## config.mk

```make
export PLATFORM = sky130hd
export DESIGN_NAME = stream_sink_fifo
export DESIGN_NICKNAME = d
export VERILOG_FILES = /design/src/rtl/stream_sink_fifo.sv
export SDC_FILE = /design/constraint.sdc
export NUM_CORES = 1
export LEC_CHECK = 0
export ABC_AREA = 1
export CAP_MARGIN = 15
export CORE_MARGIN = 10
export CORE_UTILIZATION = 45
export DETAILED_ROUTE_END_ITERATION = 7
export HOLD_SLACK_MARGIN = 0.03
export PLACE_DENSITY_LB_ADDON = 0.05
export SKIP_CTS_REPAIR_TIMING = 1
export SKIP_LAST_GASP = 1
export SYNTH_ARGS = -nofsm -noshare
export SYNTH_HDL_FRONTEND = slang
export SYNTH_SLANG_ARGS = --single-unit
export TNS_END_PERCENT = 1
```

## constraint.sdc

```tcl
create_clock -name clk -period 3.18 [get_ports clk]
set_input_delay 0.636 -clock clk [delete_from_list [all_inputs] [get_ports clk]]
set_output_delay 0.636 -clock clk [all_outputs]
set_load 0.005 [all_outputs]
```

## src/rtl/stream_sink_fifo.sv

```systemverilog
// ---------------------------------------------------------------------------
// stream_sink_fifo
//
// Receiving end of a valid-only stream. It takes words that arrive without
// any backpressure and offers them to a downstream consumer through a
// ready/valid handshake. A circular FIFO absorbs bursts. A word that arrives
// while the FIFO is full, and is not covered by a same-cycle pop, is dropped.
// Each drop sets the sticky overflow flag.
//
// Ports:
//   clk       in   system clock; all state updates on the rising edge
//   rst       in   asynchronous active-high reset
//   din       in   incoming word, sampled only when din_valid=1
//   din_valid in   incoming word valid (the upstream never stalls)
//   m_data    out  head-of-FIFO word (first-word fall-through)
//   m_valid   out  FIFO non-empty
//   m_ready   in   consumer accepts the head word when m_valid=1
//   count     out  words currently stored, 0..DEPTH
//   full      out  count==DEPTH
//   overflow  out  sticky flag: at least one word has been dropped
//   ovf_clr   in   synchronous clear of overflow (a same-cycle drop wins)
// ---------------------------------------------------------------------------
module stream_sink_fifo #(
  parameter  int DATA_WIDTH = 32,
  parameter  int DEPTH      = 16,
  localparam int AW         = $clog2(DEPTH)
) (
  input  logic                  clk,
  input  logic                  rst,
  input  logic [DATA_WIDTH-1:0] din,
  input  logic                  din_valid,
  output logic [DATA_WIDTH-1:0] m_data,
  output logic                  m_valid,
  input  logic                  m_ready,
  output logic [AW:0]           count,
  output logic                  full,
  output logic                  overflow,
  input  logic                  ovf_clr
);

  localparam logic [AW:0] FullCount = (AW+1)'(DEPTH);

  logic [DATA_WIDTH-1:0] mem_q [DEPTH];
  logic [AW-1:0]         wrPtr_q, wrPtr_d;
  logic [AW-1:0]         rdPtr_q, rdPtr_d;
  logic [AW:0]           count_q, count_d;
  logic                  overflow_q, overflow_d;
  logic                  push, pop, drop;

  // The FIFO tracks fullness and emptiness through the occupancy counter
  // alone. Pointer equality cannot tell full from empty, so it is not used.
  assign m_valid  = (count_q != '0);
  assign full     = (count_q == FullCount);
  assign count    = count_q;
  assign overflow = overflow_q;
  assign m_data   = mem_q[rdPtr_q];

  // A pop frees a slot in the same cycle. A word that arrives while the FIFO
  // is full can therefore still be written when the consumer takes the head.
  assign pop  = m_valid & m_ready;
  assign push = din_valid & (~full | pop);
  assign drop = din_valid & full & ~pop;

  // Next-state logic for the pointers, the occupancy count and the sticky
  // overflow flag. Pointers wrap naturally because they are exactly AW bits.
  always_comb begin
    wrPtr_d    = wrPtr_q;
    rdPtr_d    = rdPtr_q;
    count_d    = count_q;
    overflow_d = overflow_q;
    if (push) begin
      wrPtr_d = wrPtr_q + 1'b1;
    end
    if (pop) begin
      rdPtr_d = rdPtr_q + 1'b1;
    end
    unique case ({push, pop})
      2'b10:   count_d = count_q + 1'b1;
      2'b01:   count_d = count_q - 1'b1;
      default: count_d = count_q;
    endcase
    // A drop in the same cycle as a clear wins, so the lost word is not hidden.
    if (drop) begin
      overflow_d = 1'b1;
    end else if (ovf_clr) begin
      overflow_d = 1'b0;
    end
  end

  // Control state. Reset discards every stored word immediately, so m_valid
  // falls together with rst.
  always_ff @(posedge clk or posedge rst) begin
    if (rst) begin
      wrPtr_q    <= '0;
      rdPtr_q    <= '0;
      count_q    <= '0;
      overflow_q <= 1'b0;
    end else begin
      wrPtr_q    <= wrPtr_d;
      rdPtr_q    <= rdPtr_d;
      count_q    <= count_d;
      overflow_q <= overflow_d;
    end
  end

  // The storage array has no reset. Stale contents are never visible, because
  // m_valid gates them.
  always_ff @(posedge clk) begin
    if (push) begin
      mem_q[wrPtr_q] <= din;
    end
  end

endmodule

```

Word-level counts from Yosys, hierarchy flattened

Memories as Yosys holds them, arrays and structs flattened.
Cells that the tools add are included.
W data, S select, Z words.

$add $sub $neg: 4
Equal/unequal tests: 3
Muxes and demuxes: 5
Bitwise gates (word level): 7
Reduce and logical (&&, ||, !) cells: 3

Operator list:

| cell                  | count |
|---|---|
| $pmux W5 S2           | 1 |
| $add A4 B1 Y4 const B | 2 |
| $add A5 B1 Y5 const B | 1 |
| $eq A5 B5 Y1 const B  | 1 |
| $reduce_bool A5 Y1    | 1 |
| $sub A5 B1 Y5 const B | 1 |
| $and A1 B1 Y1         | 4 |
| $mux W1               | 4 |
| $reduce_bool A2 Y1    | 2 |
| $eq A2 B1 Y1 const B  | 1 |
| $eq A2 B2 Y1 const B  | 1 |
| $not A1 Y1            | 2 |
| $or A1 B1 Y1          | 1 |

Flip-flop bits (word level): 14
RAM bits: 512
Input bits: 37
Output and inout bits: 40
Word-level logic and storage cells: 27
Memories kept: 1

Memories:

| memory | words | width | read ports | clocked after memory_dff | wr ports | line | source |
|---|---|---|---|---|---|---|---|
| mem_q  | 16    | 32    | 1          | 0                        | 1        | 43   | `logic [DATA_WIDTH-1:0] mem_q [DEPTH];` |

Logic depth before layout (Yosys ltp)

Gate-level depths: netlist of run 1.

Word-level depth: 6
Gate-level depth with buffers: 14

Least setup slack after synthesis of run 1

OpenSTA, ideal clock, no wires.

Path type: reg2reg
Start point: reg count_q[0] (netlist: count[0])
End point: mem mem_q[11][0], enable pin
Data arrival time: 2,289 ps
Data required time: 2,759 ps
Setup slack: 469 ps
Cell stages (with the launch flop): 7
Buffers on the path: 0
Cells stage by stage: dfrtp_1 nor2_1 nand3_1 o21ai_2 inv_2 nand2_1 nor2_1

Cells in the longest elaborated chain, start to end: 6

Ends and longest elaborated chain:

| element                                                   | line   | source |
|---|---|---|
| start, declared                                           | 46     | `logic [AW:0] count_q, count_d;` |
| start signal, assigned                                    | 101    | `count_q <= count_d;` |
| $reduce_bool A5 Y1 / $eq A5 B5 Y1 (equally long branches) | 52, 53 |  |
| $and A1 B1 Y1 / $not A1 Y1 (equally long branches)        | 60, 61 |  |
| $or A1 B1 Y1 (*)                                          | 61     | `assign push = din_valid & (~full \| pop);` |
| $and A1 B1 Y1 (*)                                         | 61     |  |
| $mux W1 (*)                                               | 109    | `if (push) begin` |
| $mux W1 (not written as such) (*)                         | 110    | `mem_q[wrPtr_q] <= din;` |
| end, declared                                             | 43     |  |

Every way passes the cells marked *; elsewhere a longest branch is shown, timed or not.

Worst setup path after layout of run 1

Start point: reg rdPtr_q[0]
End point: out m_data[31]

Cells in the longest elaborated chain, start to end: 1

Ends and longest elaborated chain:

| element                | line | source |
|---|---|---|
| start, declared        | 45   | `logic [AW-1:0] rdPtr_q, rdPtr_d;` |
| start signal, assigned | 100  | `rdPtr_q <= rdPtr_d;` |
| $mem_v2 Z16 W32        | -    |  |
| end, declared          | 32   | `output logic [DATA_WIDTH-1:0] m_data,` |

No other way between the ends.

==> insert_results.sql, run 1 <==
INSERT INTO impl_metrics (metric_group, metric, value, unit) VALUES
('timing', 'worst-slew-pin-transition', '0.641', 'ns'),
('synth', 'syn-mean-instance-area', '12.6', 'sq um'),
('die', 'die_y', '240', 'microns'),
('synth', 'yosys_warnings', '0', ''),
('timing', 'timing.final.crit_share', '1.03', ''),
('die', 'boundaryPins', '77', ''),
('clocking', 'clockBufferDepth', '3', ''),
('cells_and_area', 'final_cell_area', '0.0253', 'sq mm'),
('worst_setup_path', 'worst-path-stages', '8', ''),
('synth', 'syn-instance-count', '1723', ''),
('timing', 'layout_setup_ws', '-0.0930', 'ns'),
('routing', 'vias_per_cell', '5.33', ''),
('worst_setup_path', 'worst-path-max-fanout', '43', ''),
('die', 'core', '0.0477', 'sq mm'),
('worst_setup_path', 'most_prevalent_standard_cell_on_the_critical_path', 'nand3_1', ''),
('clocking', 'cts_root_buf', 'clkbuf_16', ''),
('global_routing', 'grt.total_usage', '0.185', ''),
('synth', 'syn_area', '0.0218', 'sq mm'),
('worst_setup_path', 'rr_worst_depth', '13', ''),
('routing', 'number_of_drc_markers_after_the_initial_detailed_route_iteration', '1131', ''),
('clocking', 'clock_latency_reported_for_the_late_side_of_the_worst_skew_pair', '0.60', 'ns'),
('clocking', 'path_clk_slew', '0.06', 'ns'),
('cells_and_area', 'final_util', '0.529', ''),
('worst_setup_path', 'cp-end-kind', 'output pin', ''),
('global_routing', 'grt_pass1_vias', '12700', ''),
('die', 'initial_core_util', '0.456', ''),
('status', 'run_status', 'finished with violations', ''),
('routing', 'detail_route.drc_violations', '0', ''),
('worst_setup_path', 'worst-path-buf-inv', '3', ''),
('synth', 'post_synth_num_cell_types', '28', ''),
('clocking', 'ctsHtreeMaxLevel', '2', ''),
('worst_setup_path', 'max_stage_delay_on_crit_path', '0.54', 'ns'),
('clocking', 'tritoncts', 'yes', ''),
('routing', 'wl_per_cell', '21.7', 'microns'),
('worst_setup_path', 'timing.critical_path.from_type', 'register', ''),
('routing', 'routed_wirelength', '53.5', 'mm'),
('flow_run', 'drv.max_cap_violation_count', '0', ''),
('cells_and_area', 'final_nets', '1861', ''),
('timing', 'number_of_setup_violations_in_the_final_report', '21', ''),
('global_routing', 'grt-ovfl-total', '0', ''),
('worst_setup_path', 'critPathSlowestCell', 'dfrtp_4', ''),
('worst_setup_path', 'crit_chain', 'buf_4 -> buf_16 -> a21oi_2 -> o21ai_0 -> nand3_1 -> nand3_1 -> nand2_1 -> clkdlybuf4s50_1', ''),
('global_routing', 'antenna_found_initial', '1', ''),
('pwr', 'leakage', '9.25', 'nW'),
('worst_hold_path', 'min_path_type', 'input pin to asynchronous set/reset pin', ''),
('global_routing', 'grt_first_pass_wirelength', '79.8', 'mm'),
('placed_design', 'detailed_place.area', '0.0235', 'sq mm'),
('timing', 'slew_headroom', '0.572', ''),
('timing', 'grt_setup_unrepaired', 'yes', ''),
('synth', 'synth.ff_latch_count', '526', ''),
('clocking', 'clock_sink_count', '526', ''),
('timing', 'finalWorstPathRequiredPeriod', '3.27', 'ns'),
('timing', 'fmaxAchievable', '306', 'MHz'),
('die', 'rows', '80', ''),
('die', 'dieArea', '0.0576', 'sq mm'),
('timing', 'totalNegativeSetupSlack', '-0.848', 'ns'),
('global_routing', 'pin_count_of_the_biggest_net_entering_global_routing', '105', ''),
('worst_setup_path', 'crit_type', 'register to output pin', ''),
('placed_design', 'gp_congestion', '0.772', ''),
('pwr', 'vdd_ir_drop_max', '0.511', 'mV'),
('cells_and_area', 'diodes', '0', ''),
('timing', 'hold_viol_final', '0', ''),
('worst_setup_path', 'worstPathRequired', '2.54', 'ns'),
('synth', 'synth-seq-area-share', '0.722', ''),
('timing', 'clock_skew', '0.0102', 'ns'),
('placed_design', 'dpl.hpwl', '28.2', 'mm'),
('cells_and_area', 'syn_to_final_growth', '16.0', '%'),
('routing', 'antenna_nets_post_route', '0', ''),
('routing', 'detail_route.first_pass.iterations', '5', ''),
('clocking', 'cts_inserted_buffers', '55', ''),
('cells_and_area', 'layout.cells.most_common', 'edfxtp_1', ''),
('pwr', 'p_per_area', '904', 'mW/mm^2'),
('placed_design', 'preCtsSetupSlack', '0.486', 'ns'),
('placed_design', 'io_buffers', '76', ''),
('die', 'fp.dieW', '240', 'microns'),
('timing', 'slew_violations', '0', ''),
('cells_and_area', 'mostFrequentLayoutCells', 'edfxtp_1, inv_1, nand3_1', ''),
('cells_and_area', 'post_route_cells_drive_above_1_share', '0.0901', ''),
('worst_setup_path', 'crit_family', 'buffers and inverters', ''),
('routing', 'routed_via_count', '13200', ''),
('worst_setup_path', 'worst_ep_arrival_time', '2.64', 'ns'),
('status', 'violations', 'setup timing', ''),
('synth', 'synth.net_count', '1769', '');
## worst paths after layout
path                            start  slack (ns)         end
max                        rdPtr_q[0]       -0.09  m_data[31]
min                               rst        0.42  wrPtr_q[2]
max reg2reg                  count[0]        0.92    count[4]
min reg2reg                  overflow        0.55    overflow
max in group asynchronous         rst        2.30  rdPtr_q[0]
min in group clk             overflow        0.55    overflow
## synth_stat cells
master / n / share of area
buf_8: 2 / 0.0014
ha_1: 8 / 0.0046
buf_4: 6 / 0.0021
dfrtp_1: 14 / 0.016
clkbuf_1: 30 / 0.0052
o32ai_1: 1 / 0.00040
o21ai_2: 1 / 0.00040
xnor2_1: 1 / 0.00040
nand2_1: 179 / 0.031
buf_2: 25 / 0.0057
o211ai_1: 128 / 0.044
o21ai_1: 88 / 0.020
buf_6: 34 / 0.018
clkinv_1: 1 / 0.00017
xor2_1: 8 / 0.0032
buf_1: 6 / 0.0010
a21oi_1: 132 / 0.030
nand3b_1: 1 / 0.00034
edfxtp_1: 512 / 0.71
nor2_1: 20 / 0.0034
o21ai_0: 43 / 0.0099
nand4_1: 1 / 0.00029
inv_2: 1 / 0.00017
clkbuf_2: 4 / 0.00092
nand3_1: 201 / 0.046
inv_1: 272 / 0.047
fa_1: 1 / 0.00092
nand2_2: 3 / 0.00086
## logic make-up after synthesis
family,after synthesis,synth area share
and+or+nand+nor,405,0.0820
xor gates and xnor gates,9,0.00362
DFF,526,0.722
AOI/OAI and AO/OA,393,0.105
buffers and inverters,381,0.0811
adders and majority gates,9,0.00552
## sequential cells by signal, summed over array words and instances (netlist names)
signal and cells:
mem_q 512, wrPtr_q 4, count 5, overflow 1, rdPtr_q 4
## power breakdown
| group | internal (mW) | switching, mW | leakage [nW] |
|---|---|---|---|
| clock | 3.56 | 2.58 | 0.824 |
| combinational | 3.10 | 4.94 | 3.64 |
| sequential | 8.35 | 0.284 | 4.79 |
| total | 15.0 | 7.81 | 9.25 |
## per-stage QoR
| step | hold WS, ns | power, mW | instances |
|---|---|---|---|
| 6_report | 0.418 | 22.8 | 2468 |
| 5_1_grt | 0.485 | 24.2 | 2468 |
| 4_1_cts | 0.427 | 22.9 | 2464 |
| 3_5_place_dp | 0.541 | 16.8 | 2369 |
| 3_3_place_gp | 0.543 | 16.7 | 2369 |
| 2_1_floorplan | 0.508 | 13.7 | 1723 |
## layer usage
metal	up-vias	GRT usage	wire length, microns
met3	68	0.0284	2760
met1	6505	0.260	24400
met5	-	0	12
met4	2	0.0514	975
li1	6291	-	-
met2	296	0.294	25300
## cell type report
cell class | count | area [sq um]
Inverter | 274 | 1030
Tap cell | 615 | 769
Clock inverter | 26 | 220
Multi-Input combinational cell | 816 | 4410
Sequential cell | 526 | 15700
Clock buffer | 69 | 1470
Timing Repair Buffer | 142 | 1620
Fill cell | 4029 | 22500
(Power assumes the default switching activity.)
==> run 2, diff against run 1 <==
==> constraint.sdc (replaced) <==
create_clock -name clk -period 2.95 [get_ports clk]
set_input_delay 0.59 -clock clk [delete_from_list [all_inputs] [get_ports clk]]
set_output_delay 0.59 -clock clk [all_outputs]
set_load 0.005 [all_outputs]
==> insert_results.sql, run 2 (same netlist as run 1, synthesis figures left out) <==
INSERT INTO impl_metrics (metric_group, metric, value, unit) VALUES
('status', 'run_status', 'finished with violations', ''),
('status', 'violations', 'setup timing', ''),
('routing', 'vias_per_cell', '5.43', ''),
('clocking', 'clock_latency_reported_for_the_late_side_of_the_worst_skew_pair', '0.62', 'ns'),
('die', 'fp.dieW', '240', 'microns'),
('global_routing', 'grt-ovfl-total', '0', ''),
('cells_and_area', 'final_cell_area', '0.0257', 'sq mm'),
('worst_setup_path', 'cp-end-kind', 'output pin', ''),
('timing', 'finalWorstPathRequiredPeriod', '3.18', 'ns'),
('routing', 'routed_wirelength', '54.1', 'mm'),
('routing', 'detail_route.first_pass.iterations', '5', ''),
('clocking', 'cts_root_buf', 'clkbuf_16', ''),
('clocking', 'clock_sink_count', '526', ''),
('timing', 'layout_setup_ws', '-0.229', 'ns'),
('placed_design', 'preCtsSetupSlack', '0.266', 'ns'),
('timing', 'totalNegativeSetupSlack', '-3.85', 'ns'),
('routing', 'antenna_nets_post_route', '0', ''),
('placed_design', 'io_buffers', '76', ''),
('global_routing', 'pin_count_of_the_biggest_net_entering_global_routing', '97', ''),
('flow_run', 'drv.max_cap_violation_count', '0', ''),
('clocking', 'ctsHtreeMaxLevel', '2', ''),
('cells_and_area', 'mostFrequentLayoutCells', 'edfxtp_1, inv_1, nand3_1', ''),
('routing', 'number_of_drc_markers_after_the_initial_detailed_route_iteration', '1018', ''),
('pwr', 'seqPwrFrac', '0.369', ''),
('pwr', 'comb_power_share', '0.368', ''),
('global_routing', 'grt_first_pass_wirelength', '79.0', 'mm'),
('worst_setup_path', 'crit_type', 'register to output pin', ''),
('pwr', 'leakage', '9.53', 'nW'),
('global_routing', 'antenna_found_initial', '1', ''),
('timing', 'slew_violations', '0', ''),
('clocking', 'cts_inserted_buffers', '55', ''),
('cells_and_area', 'post_route_cells_drive_above_1_share', '0.103', ''),
('timing', 'timing.final.crit_share', '1.08', ''),
('placed_design', 'detailed_place.area', '0.0236', 'sq mm'),
('timing', 'hold_viol_final', '0', ''),
('routing', 'wirelength_met1', '24.7', 'mm'),
('routing', 'routed_via_count', '13500', ''),
('pwr', 'p_per_area', '979', 'mW/mm^2'),
('routing', 'wl_met3', '2.99', 'mm'),
('global_routing', 'grt.total_usage', '0.182', ''),
('placed_design', 'gp_congestion', '0.764', ''),
('worst_setup_path', 'timing.critical_path.from_type', 'register', ''),
('timing', 'final.hold.worst_slack', '0.355', 'ns'),
('timing', 'worst-slew-pin-transition', '0.602', 'ns'),
('timing', 'number_of_setup_violations_in_the_final_report', '21', ''),
('die', 'boundaryPins', '77', ''),
('cells_and_area', 'syn_to_final_growth', '17.9', '%'),
('pwr', 'p_switching', '8.66', 'mW'),
('clocking', 'tritoncts', 'yes', ''),
('die', 'rows', '80', ''),
('cells_and_area', 'diodes', '0', ''),
('routing', 'wl_per_cell', '21.8', 'microns'),
('pwr', 'power.switching_fraction', '0.344', ''),
('die', 'core', '0.0477', 'sq mm'),
('worst_setup_path', 'worstPathRequired', '2.36', 'ns'),
('routing', 'detail_route.drc_violations', '0', ''),
('cells_and_area', 'max_ffs_per_register', '512', ''),
('timing', 'fmaxAchievable', '315', 'MHz'),
('placed_design', 'dpl.hpwl', '27.6', 'mm'),
('pwr', 'finalPower', '25.2', 'mW'),
('die', 'initial_core_util', '0.456', ''),
('cells_and_area', 'final_nets', '1876', ''),
('routing', 'top_layer_used', 'met5', ''),
('cells_and_area', 'max_flop_register', 'mem_q', ''),
('routing', 'wl_met2', '25.5', 'mm'),
('worst_hold_path', 'min_path_type', 'input pin to asynchronous set/reset pin', ''),
('timing', 'grt_setup_unrepaired', 'yes', ''),
('worst_setup_path', 'worst-path-max-fanout', '24', ''),
('pwr', 'internal_power', '16.5', 'mW'),
('global_routing', 'grt_pass1_vias', '12900', ''),
('pwr', 'clock_power_share', '0.263', ''),
('timing', 'clock_skew', '0.0279', 'ns'),
('worst_setup_path', 'worst_ep_arrival_time', '2.59', 'ns'),
('clocking', 'path_clk_slew', '0.06', 'ns'),
('cells_and_area', 'layout.cells.most_common', 'edfxtp_1', ''),
('clocking', 'clockBufferDepth', '3', ''),
('pwr', 'vdd_ir_drop_max', '0.645', 'mV'),
('timing', 'slew_headroom', '0.597', ''),
('die', 'dieArea', '0.0576', 'sq mm'),
('die', 'die_y', '240', 'microns');
-- run 2: cell types whose count changed in the layout (fill, tap and decap cells not counted), moves of 3 or more --
cell | before | now
clkinv_1 | 12 | 17
buf_16 | 1 | 5
clkbuf_16 | 58 | 62
dlymetal6s2s_1 | 0 | 11
buf_12 | 26 | 31
clkbuf_1 | 12 | 8
a21oi_1 | 131 | 126
a21oi_2 | 1 | 6
clkbuf_8 | 0 | 3
clkdlybuf4s50_1 | 76 | 65
-- run 2: path summary, 6_finish.rpt --
path | start | end | slack, ns | depth (start not counted)
setup / recovery | rdPtr_q[0] | m_data[31] | -0.23 | 8
hold / removal | rst | overflow | 0.36 | 2
setup reg to reg | count[0] | count[4] | 0.76 | 13
hold reg to reg | overflow | overflow | 0.54 | 2
max in group asynchronous | rst | rdPtr_q[2] | 2.16 | 2
min in group clk | overflow | overflow | 0.54 | 2
-- run 2: worst max-delay path, stage by stage, from the launching register on --
cell and delay (ns):
dfrtp_4 0.51, buf_4 0.19, buf_4 0.16, clkbuf_16 0.19, o211ai_1 0.20, nand3_1 0.09, nand3_1 0.11, nand2_1 0.07
clkdlybuf4s50_1 0.44
-- run 2: layout make-up --
cell class | instances | area, sq um
fillers | 3962 | 22100
flip-flops and latches | 526 | 15700
multi-input cells | 816 | 4440
repair buffers | 157 | 2000
clock buffers | 67 | 1470
inverters | 274 | 1030
well taps | 615 | 769
clock inverters | 31 | 236
-- run 2: power groups by stage --
stage | clock network [mW] | registers [mW] | logic, mW
2_1_floorplan | 0 | 9.33 | 5.48
3_3_place_gp | 0 | 9.48 | 8.57
3_5_place_dp | 0 | 9.49 | 8.63
4_1_cts | 6.76 | 9.34 | 8.68
5_1_grt | 7.06 | 9.33 | 10.2
6_report | 6.62 | 9.27 | 9.26
-- run 2: per-stage QoR --
step           instances   util
3_5_place_dp        2370  0.494
3_3_place_gp        2370  0.494
5_1_grt             2486  0.538
6_report            2486  0.538
4_1_cts             2468  0.530
2_1_floorplan       1723      -
-- run 2: metal layers --
| metal | GRT usage | vias up |
|---|---|---|
| met4 | 0.0466 | 2 |
| li1 | - | 6330 |
| met1 | 0.250 | 6751 |
| met3 | 0.0335 | 77 |
| met5 | 0 | - |
| met2 | 0.292 | 335 |
==> run 3, diff against run 2 <==
--- a/config.mk
+++ b/config.mk
@@ -7,7 +7,6 @@
 export LEC_CHECK = 0
 export ABC_AREA = 1
 export CAP_MARGIN = 15
-export CORE_MARGIN = 10
 export CORE_UTILIZATION = 45
 export DETAILED_ROUTE_END_ITERATION = 7
 export HOLD_SLACK_MARGIN = 0.03
==> insert_results.sql, run 3 (same netlist as run 1, synthesis figures left out) <==
INSERT INTO impl_metrics (metric_group, metric, value, unit) VALUES
('worst_setup_path', 'cp-end-kind', 'output pin', ''),
('timing', 'worst-slew-pin-transition', '0.637', 'ns'),
('die', 'core', '0.0477', 'sq mm'),
('pwr', 'internal_power', '16.1', 'mW'),
('cells_and_area', 'final_util', '0.530', ''),
('cells_and_area', 'final_nets', '1860', ''),
('die', 'boundaryPins', '77', ''),
('worst_setup_path', 'crit_type', 'register to output pin', ''),
('routing', 'detail_route.first_pass.iterations', '5', ''),
('placed_design', 'dpl.hpwl', '27.2', 'mm'),
('routing', 'routed_via_count', '13100', ''),
('cells_and_area', 'seq_area', '0.0157', 'sq mm'),
('die', 'die_y', '222', 'microns'),
('flow_run', 'drv.max_cap_violation_count', '0', ''),
('pwr', 'leakage', '9.25', 'nW'),
('worst_hold_path', 'min_path_type', 'input pin to asynchronous set/reset pin', ''),
('cells_and_area', 'mostFrequentLayoutCells', 'edfxtp_1, inv_1, nand3_1', ''),
('timing', 'totalNegativeSetupSlack', '-5.70', 'ns'),
('placed_design', 'io_buffers', '76', ''),
('worst_setup_path', 'worst-path-buf-inv', '3', ''),
('cells_and_area', 'layout.filler_cells', '4044', ''),
('global_routing', 'grt-ovfl-total', '0', ''),
('global_routing', 'grt_pass1_vias', '12500', ''),
('worst_setup_path', 'worstPathRequired', '2.36', 'ns'),
('pwr', 'p_switching', '8.35', 'mW'),
('cells_and_area', 'area_of_the_multi_input_gates', '0.00442', 'sq mm'),
('worst_setup_path', 'reg2reg_slack', '0.75', 'ns'),
('status', 'run_status', 'finished with violations', ''),
('clocking', 'clock_latency_reported_for_the_late_side_of_the_worst_skew_pair', '0.61', 'ns'),
('routing', 'routed_wirelength', '50.7', 'mm'),
('die', 'dieArea', '0.0493', 'sq mm'),
('timing', 'hold_viol_final', '0', ''),
('worst_setup_path', 'timing.critical_path.from_type', 'register', ''),
('routing', 'detail_route.drc_violations', '0', ''),
('pwr', 'comb_power_share', '0.358', ''),
('worst_setup_path', 'crit_family', 'buffers and inverters', ''),
('pwr', 'seqPwrFrac', '0.380', ''),
('clocking', 'clock_sink_count', '526', ''),
('die', 'initial_core_util', '0.456', ''),
('die', 'rows', '80', ''),
('global_routing', 'grt.total_usage', '0.206', ''),
('timing', 'fmaxAchievable', '313', 'MHz'),
('routing', 'vias_per_cell', '5.28', ''),
('timing', 'number_of_setup_violations_in_the_final_report', '32', ''),
('timing', 'slew_violations', '0', ''),
('routing', 'number_of_drc_markers_after_the_initial_detailed_route_iteration', '1086', ''),
('pwr', 'p_per_area', '965', 'mW/mm^2'),
('global_routing', 'pin_count_of_the_biggest_net_entering_global_routing', '71', ''),
('cells_and_area', 'post_route_cells_drive_above_1_share', '0.0876', ''),
('worst_setup_path', 'max_stage_delay_on_crit_path', '0.52', 'ns'),
('timing', 'layout_setup_ws', '-0.244', 'ns'),
('status', 'violations', 'setup timing', ''),
('worst_setup_path', 'worst-path-max-fanout', '38', ''),
('timing', 'slew_headroom', '0.574', ''),
('cells_and_area', 'syn_to_final_growth', '16.3', '%'),
('pwr', 'power.switching_fraction', '0.342', ''),
('timing', 'finalWorstPathRequiredPeriod', '3.19', 'ns'),
('cells_and_area', 'layoutNonFillerInstCount', '2475', ''),
('clocking', 'clockBufferDepth', '3', ''),
('clocking', 'ctsHtreeMaxLevel', '2', ''),
('timing', 'clock_skew', '0.0163', 'ns'),
('cells_and_area', 'max_flop_register', 'mem_q', ''),
('clocking', 'cts_inserted_buffers', '56', ''),
('placed_design', 'gp_congestion', '0.752', ''),
('clocking', 'path_clk_slew', '0.06', 'ns'),
('timing', 'timing.final.crit_share', '1.08', ''),
('pwr', 'clock_power_share', '0.262', ''),
('cells_and_area', 'max_ffs_per_register', '512', ''),
('global_routing', 'antenna_found_initial', '0', ''),
('cells_and_area', 'layout.cells.most_common', 'edfxtp_1', ''),
('cells_and_area', 'diodes', '0', ''),
('timing', 'grt_setup_unrepaired', 'yes', ''),
('clocking', 'cts_root_buf', 'clkbuf_16', ''),
('placed_design', 'post-place-cells', '2368', ''),
('routing', 'antenna_nets_post_route', '0', ''),
('worst_setup_path', 'crit_chain', 'buf_12 -> buf_12 -> a21oi_1 -> o21ai_0 -> nand3_1 -> nand3_1 -> nand2_1 -> clkdlybuf4s50_1', ''),
('pwr', 'vdd_ir_drop_max', '0.550', 'mV'),
('worst_setup_path', 'critPathSlowestCell', 'dfrtp_4', ''),
('routing', 'wl_per_cell', '20.5', 'microns'),
('worst_setup_path', 'worst_ep_arrival_time', '2.60', 'ns'),
('global_routing', 'grt_first_pass_wirelength', '76.4', 'mm'),
('clocking', 'tritoncts', 'yes', ''),
('die', 'fp.dieW', '222', 'microns');
-- run 3: changes by cell type in the layout (fill, tap and decap cells not counted), moves of 5 or more --
cell,previous run,this run
clkbuf_1,8,19
buf_4,37,26
a21oi_1,126,131
a21oi_2,6,1
dlymetal6s2s_1,11,0
clkdlybuf4s50_1,65,76
-- run 3: final cells by class --
cell class                 count  area share
sequential                   526       0.622
multi-input combinational    816       0.174
timing repair buffer         140      0.0676
clock buffer                  79      0.0608
inverter                     274      0.0406
tap                          615      0.0304
clock inverter                25     0.00430
-- run 3: worst paths after layout --
path,start,to,depth (start not counted)
hold / removal,rst,count[0],2
setup / recovery,rdPtr_q[0],m_data[3],8
max in group asynchronous,rst,rdPtr_q[0],2
min in group clk,overflow,overflow,2
hold reg to reg,overflow,overflow,2
setup reg to reg,count[1],count[4],13
-- run 3: power by group through the flow --
| stage | Combinational (mW) | Sequential [mW] | Clock, mW |
|---|---|---|---|
| 3_5_place_dp | 8.64 | 9.47 | 0 |
| 5_1_grt | 9.68 | 9.35 | 6.81 |
| 3_3_place_gp | 8.60 | 9.46 | 0 |
| 6_report | 8.74 | 9.28 | 6.39 |
| 2_1_floorplan | 5.48 | 9.33 | 0 |
| 4_1_cts | 8.68 | 9.32 | 6.55 |
-- run 3: stage by stage --
step                power (mW)  cell area [sq um]  hold WS, ns  setup WS [ns]
finish                    24.4              25300        0.336         -0.244
CTS                       24.5              25200        0.322         -0.347
global placement          18.1              23600        0.521          0.326
detailed placement        18.1              23600        0.531          0.333
global route              25.8              25300        0.396         -0.347
floorplan                 14.8              21800        0.479          0.239
-- run 3: worst reg2reg max path, cell delays in order, from the launching register on --
cell     delay, ns
dfrtp_1       0.45
nor2_1        0.16
nand3_1       0.13
nand2_2       0.14
inv_1         0.12
nand2_2       0.12
inv_1         0.09
ha_1          0.33
a21oi_1       0.21
nand3_1       0.10
nand2_1       0.09
nand3_1       0.07
nand2_1       0.07
inv_1         0.03
-- run 3: per-layer routing --
metal / part of all wire / vias to the layer above / GRT usage
met5: 0 / - / 0
li1: - / 6303 / -
met2: 0.48 / 270 / 0.337
met4: 0.018 / 0 / 0.0596
met3: 0.045 / 64 / 0.0281
met1: 0.46 / 6435 / 0.290
